`config.mk`:
```
export PLATFORM = sky130hd
export DESIGN_NAME = m3_uart_cmd_rx
export DESIGN_NICKNAME = d
export VERILOG_FILES = /design/src/rtl/m3_uart_cmd_rx.sv
export SDC_FILE = /design/constraint.sdc
export NUM_CORES = 1
export LEC_CHECK = 0
export CAP_MARGIN = 40
export CORE_MARGIN = 8
export CORE_UTILIZATION = 55
export DETAILED_ROUTE_END_ITERATION = 10
export GPL_ROUTABILITY_DRIVEN = 1
export PLACE_DENSITY = 0.76
export SYNTH_ARGS = -nofsm -noshare
export SYNTH_HDL_FRONTEND = slang
export SYNTH_SLANG_ARGS = --single-unit
export TNS_END_PERCENT = 10
```
`constraint.sdc`:
```
create_clock -name clkI -period 7.6 [get_ports clkI]
set_clock_uncertainty 0.05 [all_clocks]
set_input_delay 1.9 -clock clkI [delete_from_list [all_inputs] [get_ports clkI]]
set_output_delay 1.9 -clock clkI [all_outputs]
set_load 0.01 [all_outputs]
```
`src/rtl/m3_uart_cmd_rx.sv`:
```
// m3_uart_cmd_rx: UART 8N1 receiver decoding ASCII bytes into motor602 command pulses (8E1 with M3_UART_RX_PARITY_EN)
module m3_uart_cmd_rx #(
  parameter int CLKS_PER_BIT = 434,
  parameter int SYNC_STAGES  = 2
) (
  input  logic       clkI,
  input  logic       rstI,
  input  logic       rxI,
  output logic [7:0] rxDataO,
  output logic       rxValidO,
  output logic       frameErrO,
  output logic       busyO,
  output logic       m3startO,
  output logic       m3forceStopO,
  output logic       m3invRotateO,
  output logic       m3freqINCo,
  output logic       m3freqDECo,
  output logic       m3powerINCo,
  output logic       m3powerDECo
`ifdef M3_UART_RX_PARITY_EN
  ,
  output logic       parErrO
`endif
);
  localparam logic [15:0] FULL = 16'(CLKS_PER_BIT - 1);
  localparam logic [15:0] HALF = 16'(CLKS_PER_BIT / 2 - 1);
  typedef enum logic [2:0] {IDLE, START, DATA, PARITY, STOP} state_t;
  state_t state;
  logic [SYNC_STAGES-1:0] syncQ;
  logic rxS, rxPrev, armed;
  logic [15:0] cnt;
  logic [2:0] bitIdx;
  logic [7:0] shiftQ;
`ifdef M3_UART_RX_PARITY_EN
  logic parBit;
`endif
  assign rxS = syncQ[SYNC_STAGES-1];
  // Metastability synchronizer and previous-sample register for edge detection; idle line is high
  always_ff @(posedge clkI or posedge rstI) begin
    if (rstI) begin
      syncQ  <= '1;
      rxPrev <= 1'b1;
    end else begin
      syncQ  <= {syncQ[SYNC_STAGES-2:0], rxI};
      rxPrev <= rxS;
    end
  end
  // Receive FSM: mid-bit sampling, byte assembly and registered command decode
  always_ff @(posedge clkI or posedge rstI) begin
    if (rstI) begin
      state        <= IDLE;
      cnt          <= '0;
      bitIdx       <= '0;
      shiftQ       <= '0;
      armed        <= 1'b0;
      rxDataO      <= '0;
      rxValidO     <= 1'b0;
      frameErrO    <= 1'b0;
      busyO        <= 1'b0;
      m3startO     <= 1'b0;
      m3forceStopO <= 1'b0;
      m3invRotateO <= 1'b0;
      m3freqINCo   <= 1'b0;
      m3freqDECo   <= 1'b0;
      m3powerINCo  <= 1'b0;
      m3powerDECo  <= 1'b0;
`ifdef M3_UART_RX_PARITY_EN
      parBit       <= 1'b0;
      parErrO      <= 1'b0;
`endif
    end else begin
      rxValidO     <= 1'b0;
      frameErrO    <= 1'b0;
      m3startO     <= 1'b0;
      m3forceStopO <= 1'b0;
      m3freqINCo   <= 1'b0;
      m3freqDECo   <= 1'b0;
      m3powerINCo  <= 1'b0;
      m3powerDECo  <= 1'b0;
`ifdef M3_UART_RX_PARITY_EN
      parErrO      <= 1'b0;
`endif
      if (cnt != '0) cnt <= cnt - 16'd1;
      case (state)
        IDLE: begin
          armed <= armed | rxS;
          busyO <= 1'b0;
          if (armed && rxPrev && !rxS) begin
            state <= START;
            cnt   <= HALF;
            busyO <= 1'b1;
          end
        end
        START: if (cnt == '0) begin
          if (rxS) begin
            state <= IDLE;
            busyO <= 1'b0;
          end else begin
            state  <= DATA;
            cnt    <= FULL;
            bitIdx <= '0;
          end
        end
        DATA: if (cnt == '0) begin
          shiftQ <= {rxS, shiftQ[7:1]};
          bitIdx <= bitIdx + 3'd1;
          cnt    <= FULL;
`ifdef M3_UART_RX_PARITY_EN
          if (bitIdx == 3'd7) state <= PARITY;
`else
          if (bitIdx == 3'd7) state <= STOP;
`endif
        end
`ifdef M3_UART_RX_PARITY_EN
        PARITY: if (cnt == '0) begin
          parBit <= rxS;
          cnt    <= FULL;
          state  <= STOP;
        end
`endif
        STOP: if (cnt == '0) begin
          state <= IDLE;
          if (!rxS) begin
            frameErrO <= 1'b1;
            armed     <= 1'b0;
          end
`ifdef M3_UART_RX_PARITY_EN
          else if (^{shiftQ, parBit}) parErrO <= 1'b1;
`endif
          else begin
            rxValidO     <= 1'b1;
            rxDataO      <= shiftQ;
            m3startO     <= shiftQ == 8'h53;
            m3forceStopO <= shiftQ == 8'h58 || shiftQ == 8'h78;
            m3invRotateO <= m3invRotateO ^ (shiftQ == 8'h52);
            m3freqINCo   <= shiftQ == 8'h2B;
            m3freqDECo   <= shiftQ == 8'h2D;
            m3powerINCo  <= shiftQ == 8'h50;
            m3powerDECo  <= shiftQ == 8'h70;
          end
        end
        default: state <= IDLE;
      endcase
    end
  end
endmodule

```
==> reports/qor.yml <==
power_uw: 673
r2r_cells: 6
drt_wl_total_mm: 5.14
holdPathEnd: "syncQ[1]$_DFF_PP1_"
rows: 25
grt_max_degree: 37
synthDistinctLibCells: 48
path_cells: "clkdlybuf4s50_1"
crit_fanout: 2
final_common_cell: "dfrtp_1"
r2r_slack_ns: 4.61
fillCellCount: 402
finalSetupTns_ns: 0
hold_path_class: "flop to flop"
grt_pass1_wl_mm: 9.09
mostFrequentLayoutCells: "dfrtp_1, clkdlybuf4s50_1, mux2_2"
max_stage_delay_ns: 0.55
netlist_area_sq_mm: 0.00258
ys_async_sr_fraction: 1.00
clock_latency_ns: 0.31
core_area_sq_mm: 0.00463
num_vias: 1915
gr-total-overflow: 0
path_delay_family: "buffers and inverters"
fp.dieW_um: 84.5
timing.final.crit_share: 0.419
die_h_um: 84.5
synth_edf_count: 0
synth_cells: 237
worstPathArrival_ns: 1.23
reg2reg_from: "cnt[0]$_DFF_PP0_"
port_buffers: 20
dr.pass1.iters: 4
period_needed_ns: 3.18
min_path_cells: 0
critical_path_buf_inv_count: 1
whs_ns: 0.310
hold_viol_final: 0
synth_seq_area_share: 0.506
cts_setup_buffers: 0
die-area_sq_mm: 0.00713
boundaryPins: 21
setup_viol: 0
drc: 0
gp_congestion: 0.891
min_from: "syncQ[0]$_DFF_PP1_"
grt_pass1_vias: 1899
cts_tree: "built"
clk_pin_slew_ns: 0.09
detail-route-antenna-nets: 0
cap_violations: 0
startpoint_type: "flop"
clock_sinks: 52
drt_first_iter_violations: 143
layout.nets: 263
max_slew_margin: 0.540
power_density_mw_per_mm2: 231
final-seq-area_sq_mm: 0.00131
track_usage: 0.156
wire_per_inst_um: 16.6
start_util: 0.557
timing.critical_path.required_ns: 5.65
slowest_stage: "clkdlybuf4s50_1"
grt_antenna_before_repair: 0
multi_input_area_sq_mm: 0.00120
ctsResizeCount: 0
synth.net_count: 245
areaGrowthSynthToFinish_pct: 13.1
worstSetupPathType: "flop to primary output"
cts_root_buf: "clkbuf_8"
synthFlopType: "dfrtp_1"
htree_levels: 2
max-vdd-ir-drop_mv: 0.155
post-route-cell-area_sq_mm: 0.00291
yosys_warnings: 0
slew_violations: 0
synth_seq_cells: 52
status: "finished clean"
dp_hpwl_mm: 3.69
num_antenna_cells: 0
ctsHoldBuffers: 0
worstSetupEndpointType: "primary output"
ctsLongestPathBuffers: 2
r2r_end: "shiftQ[3]$_DFFE_PP0P_"
drive_gt1_frac: 0.148
syn_avg_cell_area_sq_um: 10.9
leakage_uw: 0.00130
vias_per_cell: 6.18
clock.fmax_mhz: 314
postPlaceCellArea_sq_mm: 0.00282
rsz0062_at_grt: "no"
numCtsBuffers: 5
worstMarginPinSlew_ns: 0.685
==> Yosys cell counts (2+ instances only) <==
cell type,count,area (sq um)
a21o_1,2,15.0
a2bb2oi_1,2,17.5
o21ai_0,12,60.1
dfstp_2,3,78.8
nand2_1,7,26.3
a22o_1,2,17.5
inv_1,8,30.0
o211ai_1,2,15.0
nor3_1,7,35.0
clkbuf_1,7,26.3
nand2b_1,4,25.0
nand3b_1,4,30.0
nor2_1,14,52.6
nand3_1,10,50.1
dfrtp_1,49,1230
or4_1,10,75.1
o31ai_1,10,75.1
nor4_1,6,37.5
or3_1,9,56.3
a22oi_1,8,60.1
nor4b_1,3,26.3
a31oi_1,2,12.5
ha_1,5,62.6
and3_1,3,18.8
nor3b_1,2,15.0
mux2i_1,2,20.0
a21oi_1,6,30.0
mux2_2,15,169
or2_2,4,25.0
==> report_power, final <==
group / internal [uW] / leakage [uW] / switching (uW)
combinational: 66.8 / 0.000568 / 103
clock: 67.1 / 0.0000487 / 93.4
sequential: 305 / 0.000686 / 37.7
==> final cells by class <==
class | instances | share of cell area
timing repair buffer | 21 | 0.0756
tap | 54 | 0.0232
clock buffer | 5 | 0.0236
sequential | 52 | 0.448
clock inverter | 3 | 0.00902
inverter | 8 | 0.0103
multi-input combinational | 167 | 0.410
==> cell families after synthesis <==
| group | synth area share |
|---|---|
| flip-flops | 0.506 |
| AO/OA/AOI/OAI | 0.134 |
| buffers and inverters | 0.0296 |
| XOR/XNOR | 0.00340 |
| adder cells (fa/ha/maj) | 0.0243 |
| AND/OR/NAND/NOR | 0.229 |
| multiplexers | 0.0733 |
==> sequential cells by signal, indices dropped and copies added, names as in the netlist <==
register,flops
armed,1
bitIdx,3
busyO,1
cnt,16
frameErrO,1
m3forceStopO,1
m3freqDECo,1
m3freqINCo,1
m3invRotateO,1
m3powerDECo,1
m3powerINCo,1
m3startO,1
rxDataO,8
rxPrev,1
rxValidO,1
shiftQ,8
state,3
syncQ,2
==> through the flow <==
step,cells,util,worst slack (ns)
4_1_cts,310,0.629,4.40
6_report,310,0.629,4.42
3_3_place_gp,301,0.605,4.33
2_1_floorplan,237,-,4.40
3_5_place_dp,302,0.609,4.65
5_1_grt,310,0.629,4.35
==> worst max path at each step <==
stage          slack [ns]               endpoint  cells after the start                startpoint
2_1_floorplan        4.40      armed$_DFFE_PP0P_                      1                      rstI
3_3_place_gp         4.33  bitIdx[1]$_DFFE_PP0P_                      2                      rstI
3_5_place_dp         4.65  shiftQ[3]$_DFFE_PP0P_                      6          cnt[0]$_DFF_PP0_
4_1_cts              4.40           m3invRotateO                      1  m3invRotateO$_DFFE_PP0P_
5_1_grt              4.35           m3invRotateO                      1  m3invRotateO$_DFFE_PP0P_
6_report             4.42           m3invRotateO                      1  m3invRotateO$_DFFE_PP0P_
==> per-layer routing <==
layer  up-vias  wire, um  global-route usage
met4         0        59              0.0647
met5         -         0                   0
li1        931         -                   -
met3         6       255              0.0361
met1       933      2400               0.208
met2        45      2430               0.237
No activity file was read; power rests on OpenSTA's default activity.
